<file path="src/rtl/instruction_fetcher.sv">
// Fetch stage: one valid/ready read per FETCH, a one-entry last-PC buffer,
// and a timeout that substitutes a RET instruction for a hung memory read.
module instruction_fetcher #(
  parameter int PROGRAM_MEM_ADDR_BITS = 8,
  parameter int PROGRAM_MEM_DATA_BITS = 32,
  parameter int TIMEOUT_CYCLES        = 64
) (
  input  logic                             clk,
  input  logic                             reset,
  input  logic [2:0]                       core_state,
  input  logic [PROGRAM_MEM_ADDR_BITS-1:0] current_pc,
  output logic                             mem_read_valid,
  output logic [PROGRAM_MEM_ADDR_BITS-1:0] mem_read_address,
  input  logic                             mem_read_ready,
  input  logic [PROGRAM_MEM_DATA_BITS-1:0] mem_read_data,
  output logic [2:0]                       fetcher_state,
  output logic [PROGRAM_MEM_DATA_BITS-1:0] instruction,
  output logic                             fetch_error
);

  localparam logic [2:0] CORE_FETCH  = 3'b001;
  localparam logic [2:0] CORE_DECODE = 3'b010;
  localparam int         CNT_W       = (TIMEOUT_CYCLES > 2) ? $clog2(TIMEOUT_CYCLES) : 1;
  localparam logic [CNT_W-1:0] CNT_LAST = CNT_W'(TIMEOUT_CYCLES - 1);
  localparam logic [PROGRAM_MEM_DATA_BITS-1:0] RET_INSTR =
    {6'b111111, {(PROGRAM_MEM_DATA_BITS - 6){1'b0}}};

  typedef enum logic [2:0] {
    S_IDLE     = 3'b000,
    S_FETCHING = 3'b001,
    S_FETCHED  = 3'b010
  } state_t;

  state_t                             state_q;
  logic                               valid_q;
  logic [PROGRAM_MEM_ADDR_BITS-1:0]   addr_q;
  logic [PROGRAM_MEM_DATA_BITS-1:0]   instr_q;
  logic                               err_q;
  logic                               buf_valid_q;
  logic [PROGRAM_MEM_ADDR_BITS-1:0]   buf_pc_q;
  logic [PROGRAM_MEM_DATA_BITS-1:0]   buf_data_q;
  logic [CNT_W-1:0]                   cnt_q;
  logic [CNT_W-1:0]                   cnt_d;
  logic                               buf_hit;

  always_comb begin
    cnt_d   = cnt_q + 1'b1;
    buf_hit = buf_valid_q && (current_pc == buf_pc_q);
  end

  always_ff @(posedge clk or posedge reset) begin
    if (reset) begin
      state_q     <= S_IDLE;
      valid_q     <= 1'b0;
      addr_q      <= '0;
      instr_q     <= '0;
      err_q       <= 1'b0;
      buf_valid_q <= 1'b0;
      buf_pc_q    <= '0;
      buf_data_q  <= '0;
      cnt_q       <= '0;
    end else begin
      case (state_q)
        S_IDLE: begin
          if (core_state == CORE_FETCH) begin
            if (buf_hit) begin
              instr_q <= buf_data_q;
              state_q <= S_FETCHED;
            end else begin
              valid_q <= 1'b1;
              addr_q  <= current_pc;
              cnt_q   <= '0;
              state_q <= S_FETCHING;
            end
          end
        end
        S_FETCHING: begin
          cnt_q <= cnt_d;
          // A response on the terminal-count edge still counts as a success.
          if (mem_read_ready) begin
            instr_q     <= mem_read_data;
            buf_pc_q    <= addr_q;
            buf_data_q  <= mem_read_data;
            buf_valid_q <= 1'b1;
            valid_q     <= 1'b0;
            state_q     <= S_FETCHED;
          end else if (cnt_q == CNT_LAST) begin
            instr_q     <= RET_INSTR;
            err_q       <= 1'b1;
            buf_valid_q <= 1'b0;
            valid_q     <= 1'b0;
            state_q     <= S_FETCHED;
          end
        end
        S_FETCHED: begin
          if (core_state == CORE_DECODE) state_q <= S_IDLE;
        end
        default: state_q <= S_IDLE;
      endcase
    end
  end

  assign mem_read_valid   = valid_q;
  assign mem_read_address = addr_q;
  assign fetcher_state    = state_q;
  assign instruction      = instr_q;
  assign fetch_error      = err_q;

endmodule
</file>
<file path="config.mk">
export PLATFORM = sky130hd
export DESIGN_NAME = instruction_fetcher
export DESIGN_NICKNAME = d
export VERILOG_FILES = /design/src/rtl/instruction_fetcher.sv
export SDC_FILE = /design/constraint.sdc
export NUM_CORES = 1
export LEC_CHECK = 0
export ABC_CLOCK_PERIOD_IN_PS = 4100
export CELL_PAD_IN_SITES_DETAIL_PLACEMENT = 2
export CELL_PAD_IN_SITES_GLOBAL_PLACEMENT = 2
export CORE_MARGIN = 2
export CORE_UTILIZATION = 34
export CTS_BUF_LIST = sky130_fd_sc_hd__clkbuf_16
export DETAILED_ROUTE_END_ITERATION = 6
export GPL_TIMING_DRIVEN = 0
export PLACE_DENSITY = 0.83
export SYNTH_ARGS = -nofsm -noshare
export SYNTH_HDL_FRONTEND = slang
export SYNTH_SLANG_ARGS = --single-unit
export TNS_END_PERCENT = 50
</file>
<file path="constraint.sdc">
create_clock -name clk -period 4.1 [get_ports clk]
set_input_delay 0.615 -clock clk [delete_from_list [all_inputs] [get_ports clk]]
set_output_delay 0.615 -clock clk [all_outputs]
set_load 0.005 [all_outputs]
</file>
==> results of run 1 <==
==> per-stage QoR <==
step | hold WS (ps) | power (mW) | setup TNS [ps]
detailed placement | 472 | 3.02 | 0
floorplan | 446 | 2.31 | 0
global route | 511 | 4.27 | 0
finish | 484 | 4.02 | 0
global placement | 458 | 2.91 | -35150
CTS | 489 | 4.07 | 0
==> state kept, by name, indices dropped and copies added (netlist names) <==
signal            count
instruction          32
fetch_error           1
fetcher_state         2
buf_valid_q           1
buf_pc_q              8
mem_read_address      8
mem_read_valid        1
cnt_q                 6
buf_data_q           32
==> cell families (layout without fill, tap and decap cells) <==
family | Yosys count | in the layout | share of synthesized area
compound gates | 49 | 49 | 0.0984
xor+xnor | 5 | 5 | 0.0107
fa+ha+maj | 1 | 1 | 0.00305
buf+inv | 32 | 137 | 0.0361
flops | 91 | 91 | 0.556
mux | 41 | 41 | 0.139
other cells | 1 | 1 | 0.000916
simple gates | 153 | 153 | 0.156
==> power groups by stage <==
| stage | sequential (mW) | combinational [mW] | clock, mW |
|---|---|---|---|
| 3_3_place_gp | 1.54 | 1.37 | 0 |
| 5_1_grt | 1.62 | 1.58 | 1.07 |
| 3_5_place_dp | 1.58 | 1.44 | 0 |
| 6_report | 1.57 | 1.44 | 1.01 |
| 4_1_cts | 1.57 | 1.47 | 1.03 |
| 2_1_floorplan | 1.52 | 0.784 | 0 |
==> placed cells by master, fill, tap and decap left out, types with 2 or more instances in the layout <==
cell	instances
sky130_fd_sc_hd__a211o_1	4
sky130_fd_sc_hd__a22o_1	24
sky130_fd_sc_hd__a31oi_1	6
sky130_fd_sc_hd__and3_1	2
sky130_fd_sc_hd__buf_1	4
sky130_fd_sc_hd__buf_6	3
sky130_fd_sc_hd__bufinv_16	4
sky130_fd_sc_hd__clkbuf_1	13
sky130_fd_sc_hd__clkbuf_16	9
sky130_fd_sc_hd__clkdlybuf4s50_1	88
sky130_fd_sc_hd__clkinv_1	2
sky130_fd_sc_hd__dfrtp_1	91
sky130_fd_sc_hd__inv_1	10
sky130_fd_sc_hd__mux2_2	12
sky130_fd_sc_hd__mux2_4	29
sky130_fd_sc_hd__nand2_1	123
sky130_fd_sc_hd__nand2b_1	3
sky130_fd_sc_hd__nand3_1	3
sky130_fd_sc_hd__nor2_1	11
sky130_fd_sc_hd__nor3_1	2
sky130_fd_sc_hd__nor3b_1	2
sky130_fd_sc_hd__o21ai_0	7
sky130_fd_sc_hd__xnor2_1	5
==> layout make-up <==
| class | instances | area (um^2) | area share |
|---|---|---|---|
| clock buffers | 9 | 225 | 0.0406 |
| plain buffers | 22 | 110 | 0.0199 |
| well taps | 147 | 184 | 0.0332 |
| flip-flops and latches | 91 | 2280 | 0.411 |
| multi-input cells | 250 | 1670 | 0.301 |
| clock inverters | 7 | 131 | 0.0237 |
| repair buffers | 89 | 908 | 0.164 |
| inverters | 10 | 40.0 | 0.00722 |
==> worst register-to-register path: stages (launching register included) <==
cell                       delay, ps
sky130_fd_sc_hd__dfrtp_1         470
sky130_fd_sc_hd__nor2b_1         180
sky130_fd_sc_hd__clkbuf_1        260
sky130_fd_sc_hd__nand2_1         180
sky130_fd_sc_hd__clkbuf_1        430
sky130_fd_sc_hd__clkbuf_1        570
sky130_fd_sc_hd__nand2_1         140
sky130_fd_sc_hd__nand2_1         110
==> routing by layer <==
metal	GRT usage	vias to the layer above	routed length, um
li1	-	1451	-
met1	0.247	1651	5130
met2	0.348	57	6290
met3	0.0298	14	319
met4	0.0797	0	238
met5	0	-	0
==> how the worst max path moves through the flow <==
stage / start / end / slack (ps) / cells after the start
detailed placement: core_state[0] / mem_read_address[5] / 1120 / 5
global route: core_state[0] / mem_read_address[5] / 1320 / 5
global placement: reset / instruction[14] / -390 / 2
finish: core_state[0] / mem_read_address[5] / 1490 / 5
floorplan: reset / buf_data_q[0] / 1120 / 1
CTS: core_state[0] / mem_read_address[5] / 1480 / 5
==> qor.tcl, run 1 <==
set qor(layout.cell_area.non_filler_um2) 5550
set qor(ys_ff_latch) 91
set qor(cp.buffers_inverters) 1
set qor(grt_util_all_layers) 0.199
set qor(drt-initial-drc-count) 76
set qor(max_freq_mhz) 383
set qor(wirelength_um) 12000
set qor(globalRouteOverflowTotal) 0
set qor(ios) 91
set qor(hp-start) {buf_data_q[11]}
set qor(synth_most_common_cell) {sky130_fd_sc_hd__nand2_1}
set qor(worst_slew_margin_relative_to_its_limit) 0.496
set qor(setup_slack_ps) 1490
set qor(worstRegToRegCells) 7
set qor(maximum_number_of_pins_on_one_net_before_global_route_repair) 62
set qor(max-cap-violations) 0
set qor(finalSetupViolCount) 0
set qor(cts_repair_resize_count) 0
set qor(critical_path.max_stage_delay_ps) 640
set qor(cts_root_buffer) {sky130_fd_sc_hd__clkbuf_16}
set qor(synth_top_area_share) 0.556
set qor(internal-power_mw) 2.83
set qor(synthTopCellsByArea) {sky130_fd_sc_hd__dfrtp_1 (56%), sky130_fd_sc_hd__nand2_1 (11%), sky130_fd_sc_hd__mux2_4 (11%)}
set qor(cp_data_required_time_ps) 4330
set qor(layout.cells.non_filler) 625
set qor(power_leakage_nw) 2.68
set qor(ctsLongestPathBuffers) 2
set qor(worst_path_dominant_cell_family) {simple AND/OR/NAND/NOR gates}
set qor(r2r-end) {buf_pc_q[2]}
set qor(rows) 40
set qor(worstMarginPinSlew_ps) 754
set qor(area.growth.synth_to_final_pct) 35.4
set qor(final_min_period_over_clock_period) 0.637
set qor(async_s_r_ff_share_synth) 1.00
set qor(fraction_of_power_consumed_by_the_clock_network) 0.252
set qor(hold-path-endpoint) {buf_data_q[11]}
set qor(start_util) 0.345
set qor(routed_via_density) 5.08
set qor(placement.cell_area_um2) 5190
set qor(count_of_flip_flops_with_a_built_in_enable_after_synthesis) 0
set qor(final_core_utilization) 0.468
set qor(outcome) {complete, no violations}
set qor(tritoncts.num_buffers) 9
set qor(synth.cells.most_frequent) {sky130_fd_sc_hd__nand2_1 (123), sky130_fd_sc_hd__dfrtp_1 (91), sky130_fd_sc_hd__mux2_4 (29)}
set qor(syn_area_per_cell_um2) 11.0
set qor(antenna-diode-count) 0
set qor(remaining_design_rule_violation_count) 0
set qor(synth_seq_area_share) 0.556
set qor(crit_slowest_cell) {sky130_fd_sc_hd__nor3b_1}
set qor(route.vias.total) 3173
set qor(synth-warning-count) 0
set qor(critical_path.cell_chain) {clkdlybuf4s50_1 > nor3b_1 > nand2_1 > nor2_2 > mux2_2}
set qor(path_clk_slew_ps) 70
set qor(critical_path.max_fanout) 9
set qor(arrival_ps) 2850
set qor(post-place-ws_ps) 1120
set qor(synth_flop_cell) {sky130_fd_sc_hd__dfrtp_1}
set qor(sequentialPowerShare) 0.390
set qor(die-area_um2) 12900
set qor(tritoncts) {yes}
set qor(hold_class) {flop to flop}
set qor(first_global_vias) 3644
set qor(grt_pass1_wl_um) 19500
set qor(die-height_um) 114
set qor(total_half_perimeter_wirelength_after_legalization_and_detailed_placement_um) 8210
set qor(number_of_different_library_cells_in_the_post_synthesis_netlist) 38
set qor(setup.worst_path.class) {input port to flop}
set qor(final_hold_viol_count) 0
set qor(netSwitchingPower_mw) 1.19
set qor(syn_area_um2) 4100
set qor(ir_worst_vdd_uv) 330
set qor(startpoint_type) {input port}
set qor(cell_taking_the_most_area_after_synthesis) {sky130_fd_sc_hd__dfrtp_1}
set qor(per_cell_routed_wire_length_um) 19.2
set qor(worstReg2RegStart) {fetcher_state[0]}
set qor(rrSetupSlack_ps) 1690
set qor(cts_hold_bufs) 0
set qor(insertion_delay_ps) 350
set qor(quantity_of_i_o_buffers_inserted_on_ports) 88
set qor(rsz0062_at_grt) {false}
set qor(fill_cells) 1213
set qor(ratio_of_cells_with_drive_above_1_in_the_final_layout) 0.138
set qor(crit_path_end_kind) {flop}
set qor(dp_cells) 609
set qor(syn_inst) 373
set qor(comb_pwr_share) 0.359
set qor(grt_antenna_before_repair) 0
set qor(synth_nets) 420
set qor(gpl.final_weighted_congestion) 0.744
set qor(finalWorstPathRequiredPeriod_ps) 2610
set qor(power_density_nw_per_um2) 725
set qor(finish.net_count) 520
set qor(htreeDepth) 3
set qor(fin_worst_skew_ps) 8.37
set qor(slew_viol_final) 0
set qor(min_delay_path_depth) 2
set qor(detailedRoute.firstPassIterationCount) 4
set qor(clock_sink_count) 91
set qor(die_w_um) 114
set qor(ant_nets) 0
set qor(swShare) 0.297
set qor(post-cts-setup-buffer-count) 0
set qor(core_um2) 11900
No activity file was read; power rests on OpenSTA's default activity.
==> inputs of run 2 (changes only) <==
--- a/config.mk
+++ b/config.mk
@@ -5,15 +5,15 @@
 export SDC_FILE = /design/constraint.sdc
 export NUM_CORES = 1
 export LEC_CHECK = 0
-export ABC_CLOCK_PERIOD_IN_PS = 4100
+export ABC_CLOCK_PERIOD_IN_PS = 2250
 export CELL_PAD_IN_SITES_DETAIL_PLACEMENT = 2
 export CELL_PAD_IN_SITES_GLOBAL_PLACEMENT = 2
 export CORE_MARGIN = 2
-export CORE_UTILIZATION = 34
+export CORE_UTILIZATION = 29
 export CTS_BUF_LIST = sky130_fd_sc_hd__clkbuf_16
 export DETAILED_ROUTE_END_ITERATION = 6
 export GPL_TIMING_DRIVEN = 0
-export PLACE_DENSITY = 0.83
+export PLACE_DENSITY = 0.75
 export SYNTH_ARGS = -nofsm -noshare
 export SYNTH_HDL_FRONTEND = slang
 export SYNTH_SLANG_ARGS = --single-unit
==> constraint.sdc (replaced) <==
create_clock -name clk -period 2.25 [get_ports clk]
set_input_delay 0.3375 -clock clk [delete_from_list [all_inputs] [get_ports clk]]
set_output_delay 0.3375 -clock clk [all_outputs]
set_load 0.005 [all_outputs]
==> qor.tcl, run 2 (same netlist as run 1, synthesis figures left out) <==
set qor(max-cap-violations) 0
set qor(internal-power_mw) 4.69
set qor(rows) 43
set qor(tritoncts.num_buffers) 9
set qor(cts_root_buffer) {sky130_fd_sc_hd__clkbuf_16}
set qor(detailedRoute.firstPassIterationCount) 4
set qor(drt-initial-drc-count) 85
set qor(routed_via_density) 4.75
set qor(final_common_cell) {sky130_fd_sc_hd__nand2_1}
set qor(slew_viol_final) 0
set qor(netSwitchingPower_mw) 2.04
set qor(final_hold_viol_count) 0
set qor(setup.worst_path.class) {flop to flop}
set qor(grt_util_all_layers) 0.158
set qor(quantity_of_i_o_buffers_inserted_on_ports) 88
set qor(insertion_delay_ps) 340
set qor(rrSetupSlack_ps) 110
set qor(power_leakage_nw) 2.65
set qor(tritoncts) {yes}
set qor(first_global_vias) 3559
set qor(final_min_period_over_clock_period) 0.953
set qor(max_freq_mhz) 467
set qor(total_half_perimeter_wirelength_after_legalization_and_detailed_placement_um) 8160
set qor(finalWorstPathRequiredPeriod_ps) 2140
set qor(final_core_utilization) 0.397
set qor(die_w_um) 123
set qor(path_clk_slew_ps) 60
set qor(critical_path.max_stage_delay_ps) 410
set qor(ios) 91
set qor(grt_pass1_wl_um) 18100
set qor(worstReg2RegStart) {cnt_q[0]}
set qor(tns_ps) 0
set qor(startpoint_type) {flop}
set qor(start_util) 0.296
set qor(htreeDepth) 3
set qor(per_cell_routed_wire_length_um) 17.1
set qor(die-area_um2) 15100
set qor(sequentialPowerShare) 0.419
set qor(finalSetupViolCount) 0
set qor(worst_slew_margin_relative_to_its_limit) 0.525
set qor(route.vias.total) 3113
set qor(fraction_of_power_consumed_by_the_clock_network) 0.196
set qor(power_density_nw_per_um2) 1220
set qor(ant_nets) 0
set qor(cts_hold_bufs) 0
set qor(antenna-diode-count) 0
set qor(worstRegToRegCells) 7
set qor(r2r-end) {instruction[27]}
set qor(ir_worst_vdd_uv) 419
set qor(hold_class) {input port to async pin}
set qor(clock_sink_count) 91
set qor(ctsLongestPathBuffers) 2
set qor(layout_common_cells) {sky130_fd_sc_hd__nand2_1 (123), sky130_fd_sc_hd__dfrtp_1 (91), sky130_fd_sc_hd__clkdlybuf4s50_1 (88), sky130_fd_sc_hd__mux2_4 (29), sky130_fd_sc_hd__a22o_1 (24)}
set qor(finish.net_count) 521
set qor(final.hold.worst_slack_ps) 465
set qor(critical_path.max_fanout) 10
set qor(fin_worst_skew_ps) 8.54
set qor(crit_slowest_cell) {sky130_fd_sc_hd__dfrtp_1}
set qor(crit_path_end_kind) {flop}
set qor(grt_antenna_before_repair) 0
set qor(comb_pwr_share) 0.385
set qor(worstMarginPinSlew_ps) 711
set qor(swShare) 0.303
set qor(fill_cells) 1465
set qor(globalRouteOverflowTotal) 0
set qor(remaining_design_rule_violation_count) 0
set qor(wirelength_um) 11200
set qor(area.growth.synth_to_final_pct) 34.2
set qor(ratio_of_cells_with_drive_above_1_in_the_final_layout) 0.143
set qor(cp_data_required_time_ps) 2480
set qor(arrival_ps) 2370
set qor(critical_path.cell_chain) {ha_1 > nand3_1 > or3_1 > nand2_1 > a31oi_4 > buf_6 > mux2_4}
set qor(die-height_um) 123
set qor(rsz0062_at_grt) {true}
set qor(core_um2) 13800
set qor(gpl.final_weighted_congestion) 0.726
set qor(maximum_number_of_pins_on_one_net_before_global_route_repair) 34
set qor(outcome) {complete, no violations}
run 2: changes by cell type in the layout (fill, tap and decap cells not counted), sizes merged:
cell,previous run,this run
buf,10,11
bufinv,4,0
clkinv,2,1
clkinvlp,0,1
inv,11,12
run 2: timing repair:
action                     4_1_cts  5_1_grt
gates cloned                     0        0
setup buffers                    0        0
setup endpoints to repair       30       67
resized for setup                3        3
run 2: through the flow:
stage,setup WS (ps),power [mW],instance area (um^2),std cells
3_5_place_dp,-348,5.48,5250,643
6_report,107,6.73,5500,656
2_1_floorplan,414,4.20,4100,373
5_1_grt,-8.61,7.22,5500,656
4_1_cts,3.18,6.85,5490,656
3_3_place_gp,-339,5.32,5200,641
run 2: how the worst max path moves through the flow:
stage	startpoint	to	slack (ps)	depth (start not counted)
after floorplan	buf_pc_q[3]	instruction[0]	410	6
after global placement	core_state[0]	mem_read_address[7]	-340	5
after detailed placement	core_state[0]	mem_read_address[2]	-350	5
after CTS	core_state[0]	mem_read_address[2]	3	5
after global routing	cnt_q[0]	instruction[28]	-9	7
final	cnt_q[0]	instruction[27]	110	7
run 2: final cells by class:
class	instances	area [um^2]	share of cell area
flip-flops and latches	91	2280	0.414
multi-input cells	250	1680	0.305
repair buffers	90	921	0.168
clock buffers	9	225	0.0410
well taps	180	225	0.0410
plain buffers	22	115	0.0209
inverters	10	41.3	0.00751
clock inverters	4	15.0	0.00273
run 2: power groups by stage:
stage / Sequential, mW / Combinational (mW) / Clock [mW]
after floorplan: 2.77 / 1.43 / 0
after global placement: 2.81 / 2.51 / 0
after detailed placement: 2.85 / 2.63 / 0
after CTS: 2.83 / 2.65 / 1.36
after global routing: 2.92 / 2.87 / 1.43
final: 2.82 / 2.59 / 1.32
run 2: critical path, delay by kind of cell, from the launching register on:
kind | cells | cell delay (ps)
compound gates | 1 | 310
fa+ha+maj | 1 | 250
buf+inv | 1 | 240
flops | 1 | 410
mux | 1 | 320
simple gates | 3 | 490
run 2: routing by layer:
layer,vias up,wire (um),global-route usage
li1,1449,-,-
met1,1594,4800,0.194
met2,55,5830,0.273
met3,15,378,0.0288
met4,0,229,0.0639
met5,-,0,0
==> inputs of run 3 (changes only) <==
==> constraint.sdc (replaced) <==
create_clock -name clk -period 2.25 [get_ports clk]
set_input_delay 0.225 -clock clk [delete_from_list [all_inputs] [get_ports clk]]
set_output_delay 0.225 -clock clk [all_outputs]
set_load 0.005 [all_outputs]
==> qor.tcl, run 3 (same netlist as run 1, synthesis figures left out) <==
set qor(globalRouteOverflowTotal) 0
set qor(cp_data_required_time_ps) 2480
set qor(htreeDepth) 3
set qor(antenna-diode-count) 0
set qor(power_leakage_nw) 2.65
set qor(first_global_vias) 3559
set qor(timing.critical_path.to) {instruction[27]}
set qor(core_um2) 13800
set qor(fill_cells) 1463
set qor(max-cap-violations) 0
set qor(cts_root_buffer) {sky130_fd_sc_hd__clkbuf_16}
set qor(outcome) {complete, no violations}
set qor(fin_worst_skew_ps) 9.72
set qor(die-height_um) 123
set qor(finish.net_count) 522
set qor(remaining_design_rule_violation_count) 0
set qor(startpoint) {cnt_q[0]}
set qor(start_util) 0.296
set qor(rows) 43
set qor(power_density_nw_per_um2) 1220
set qor(seq_area_um2) 2280
set qor(grt_pass1_wl_um) 18100
set qor(route.vias.total) 3107
set qor(fraction_of_power_consumed_by_the_clock_network) 0.196
set qor(gpl.final_weighted_congestion) 0.726
set qor(per_cell_routed_wire_length_um) 17.1
set qor(drt-initial-drc-count) 75
set qor(cp.buffers_inverters) 1
set qor(startpoint_type) {flop}
set qor(arrival_ps) 2280
set qor(finalSetupViolCount) 0
set qor(ios) 91
set qor(layout_common_cells) {sky130_fd_sc_hd__nand2_1 (123), sky130_fd_sc_hd__dfrtp_1 (91), sky130_fd_sc_hd__clkdlybuf4s50_1 (88), sky130_fd_sc_hd__mux2_4 (29), sky130_fd_sc_hd__a22o_1 (24)}
set qor(critical_path.max_fanout) 10
set qor(hold_class) {input port to async pin}
set qor(report.power.total_mw) 6.73
set qor(sequentialPowerShare) 0.419
set qor(detailedRoute.firstPassIterationCount) 4
set qor(final_common_cell) {sky130_fd_sc_hd__nand2_1}
set qor(tritoncts) {yes}
set qor(comb_pwr_share) 0.384
set qor(rsz0062_at_grt) {false}
set qor(worstMarginPinSlew_ps) 710
set qor(ratio_of_cells_with_drive_above_1_in_the_final_layout) 0.145
set qor(multi_input_area_um2) 1680
set qor(crit_path_end_kind) {flop}
set qor(insertion_delay_ps) 350
set qor(r2r-end) {instruction[27]}
set qor(placement.cell_area_um2) 5250
set qor(worstRegToRegCells) 7
set qor(netSwitchingPower_mw) 2.04
set qor(crit_slowest_cell) {sky130_fd_sc_hd__dfrtp_1}
set qor(clock_sink_count) 91
set qor(path_clk_slew_ps) 60
set qor(wirelength_um) 11200
set qor(quantity_of_i_o_buffers_inserted_on_ports) 88
set qor(tritoncts.num_buffers) 9
set qor(total_half_perimeter_wirelength_after_legalization_and_detailed_placement_um) 8160
set qor(grt_util_all_layers) 0.158
set qor(grt_antenna_before_repair) 0
set qor(finalWorstPathRequiredPeriod_ps) 2050
set qor(ctsLongestPathBuffers) 2
set qor(setup.worst_path.class) {flop to flop}
set qor(critical_path.cell_chain) {ha_1 > nand3_1 > or3_1 > nand2_1 > a31oi_4 > buf_6 > mux2_4}
set qor(worst_path_dominant_cell_family) {simple AND/OR/NAND/NOR gates}
set qor(worst_slew_margin_relative_to_its_limit) 0.526
set qor(die-area_um2) 15100
set qor(routed_via_density) 4.73
set qor(critical_path_depth) 7
set qor(internal-power_mw) 4.69
set qor(ant_nets) 0
set qor(final_min_period_over_clock_period) 0.912
set qor(rrSetupSlack_ps) 200
set qor(cts_hold_bufs) 0
set qor(ir_worst_vdd_uv) 419
set qor(slew_viol_final) 0
set qor(maximum_number_of_pins_on_one_net_before_global_route_repair) 34
set qor(final_hold_viol_count) 0
set qor(max_freq_mhz) 487
set qor(area.growth.synth_to_final_pct) 34.4
set qor(critical_path.max_stage_delay_ps) 410
set qor(layout.cell_area.non_filler_um2) 5500
set qor(worstReg2RegStart) {cnt_q[0]}
set qor(swShare) 0.303
set qor(die_w_um) 123
[run 3: changes by cell type in the layout (fill, tap and decap cells not counted), sizes merged]
| cell | before | now |
|---|---|---|
| buf | 11 | 12 |
[run 3: worst min-delay path by stage]
| stage | to | startpoint | slack [ps] | depth (start not counted) |
|---|---|---|---|---|
| 6_report | instruction[29] | reset | 350 | 2 |
| 5_1_grt | fetch_error | mem_read_ready | 410 | 2 |
| 4_1_cts | instruction[31] | reset | 390 | 2 |
| 3_5_place_dp | buf_data_q[11] | buf_data_q[11] | 470 | 2 |
| 3_3_place_gp | buf_data_q[25] | buf_data_q[25] | 460 | 2 |
| 2_1_floorplan | buf_data_q[0] | mem_read_data[0] | 330 | 2 |
[run 3: metrics by stage]
stage / setup TNS (ps) / util / setup WS, ps / std cells / hold slack [ps]
after CTS: 0 / 0.397 / 61.9 / 656 / 387
after detailed placement: -6780 / 0.379 / -236 / 643 / 467
after global placement: -16030 / 0.376 / -226 / 641 / 457
final: 0 / 0.398 / 197 / 657 / 353
after global routing: 0 / 0.398 / 16.6 / 657 / 413
after floorplan: 0 / - / 414 / 373 / 330
[run 3: timing repair]
item,CTS,global route
endpoints found under the setup margin,30,64
setup buffers,0,1
resized for setup,3,3
hold endpoints to repair,0,0
[run 3: cell type report]
class,instances,share of cell area
Buffer,22,0.0209
Clock buffer,9,0.0409
Clock inverter,4,0.00273
Inverter,10,0.00750
Multi-Input combinational cell,250,0.304
Sequential cell,91,0.414
Tap cell,180,0.0409
Timing Repair Buffer,91,0.169
[run 3: power by group through the flow]
stage | clock, mW | combinational (mW) | sequential [mW]
5_1_grt | 1.43 | 2.87 | 2.92
2_1_floorplan | 0 | 1.43 | 2.77
4_1_cts | 1.36 | 2.65 | 2.83
6_report | 1.32 | 2.59 | 2.82
3_5_place_dp | 0 | 2.63 | 2.85
3_3_place_gp | 0 | 2.51 | 2.81
[run 3: worst register-to-register path: cells and delay by family (launching register included)]
kind,cells,cell delay (ps)
compound gates,1,240
fa+ha+maj,1,250
buf+inv,1,230
flops,1,410
mux,1,320
simple gates,3,490
[run 3: per-layer routing]
metal / vias to the layer above / global-route usage / part of all wire
met5: - / 0 / 0
met2: 55 / 0.273 / 0.52
met4: 0 / 0.0639 / 0.021
met3: 14 / 0.0288 / 0.033
met1: 1590 / 0.194 / 0.42
li1: 1448 / - / -
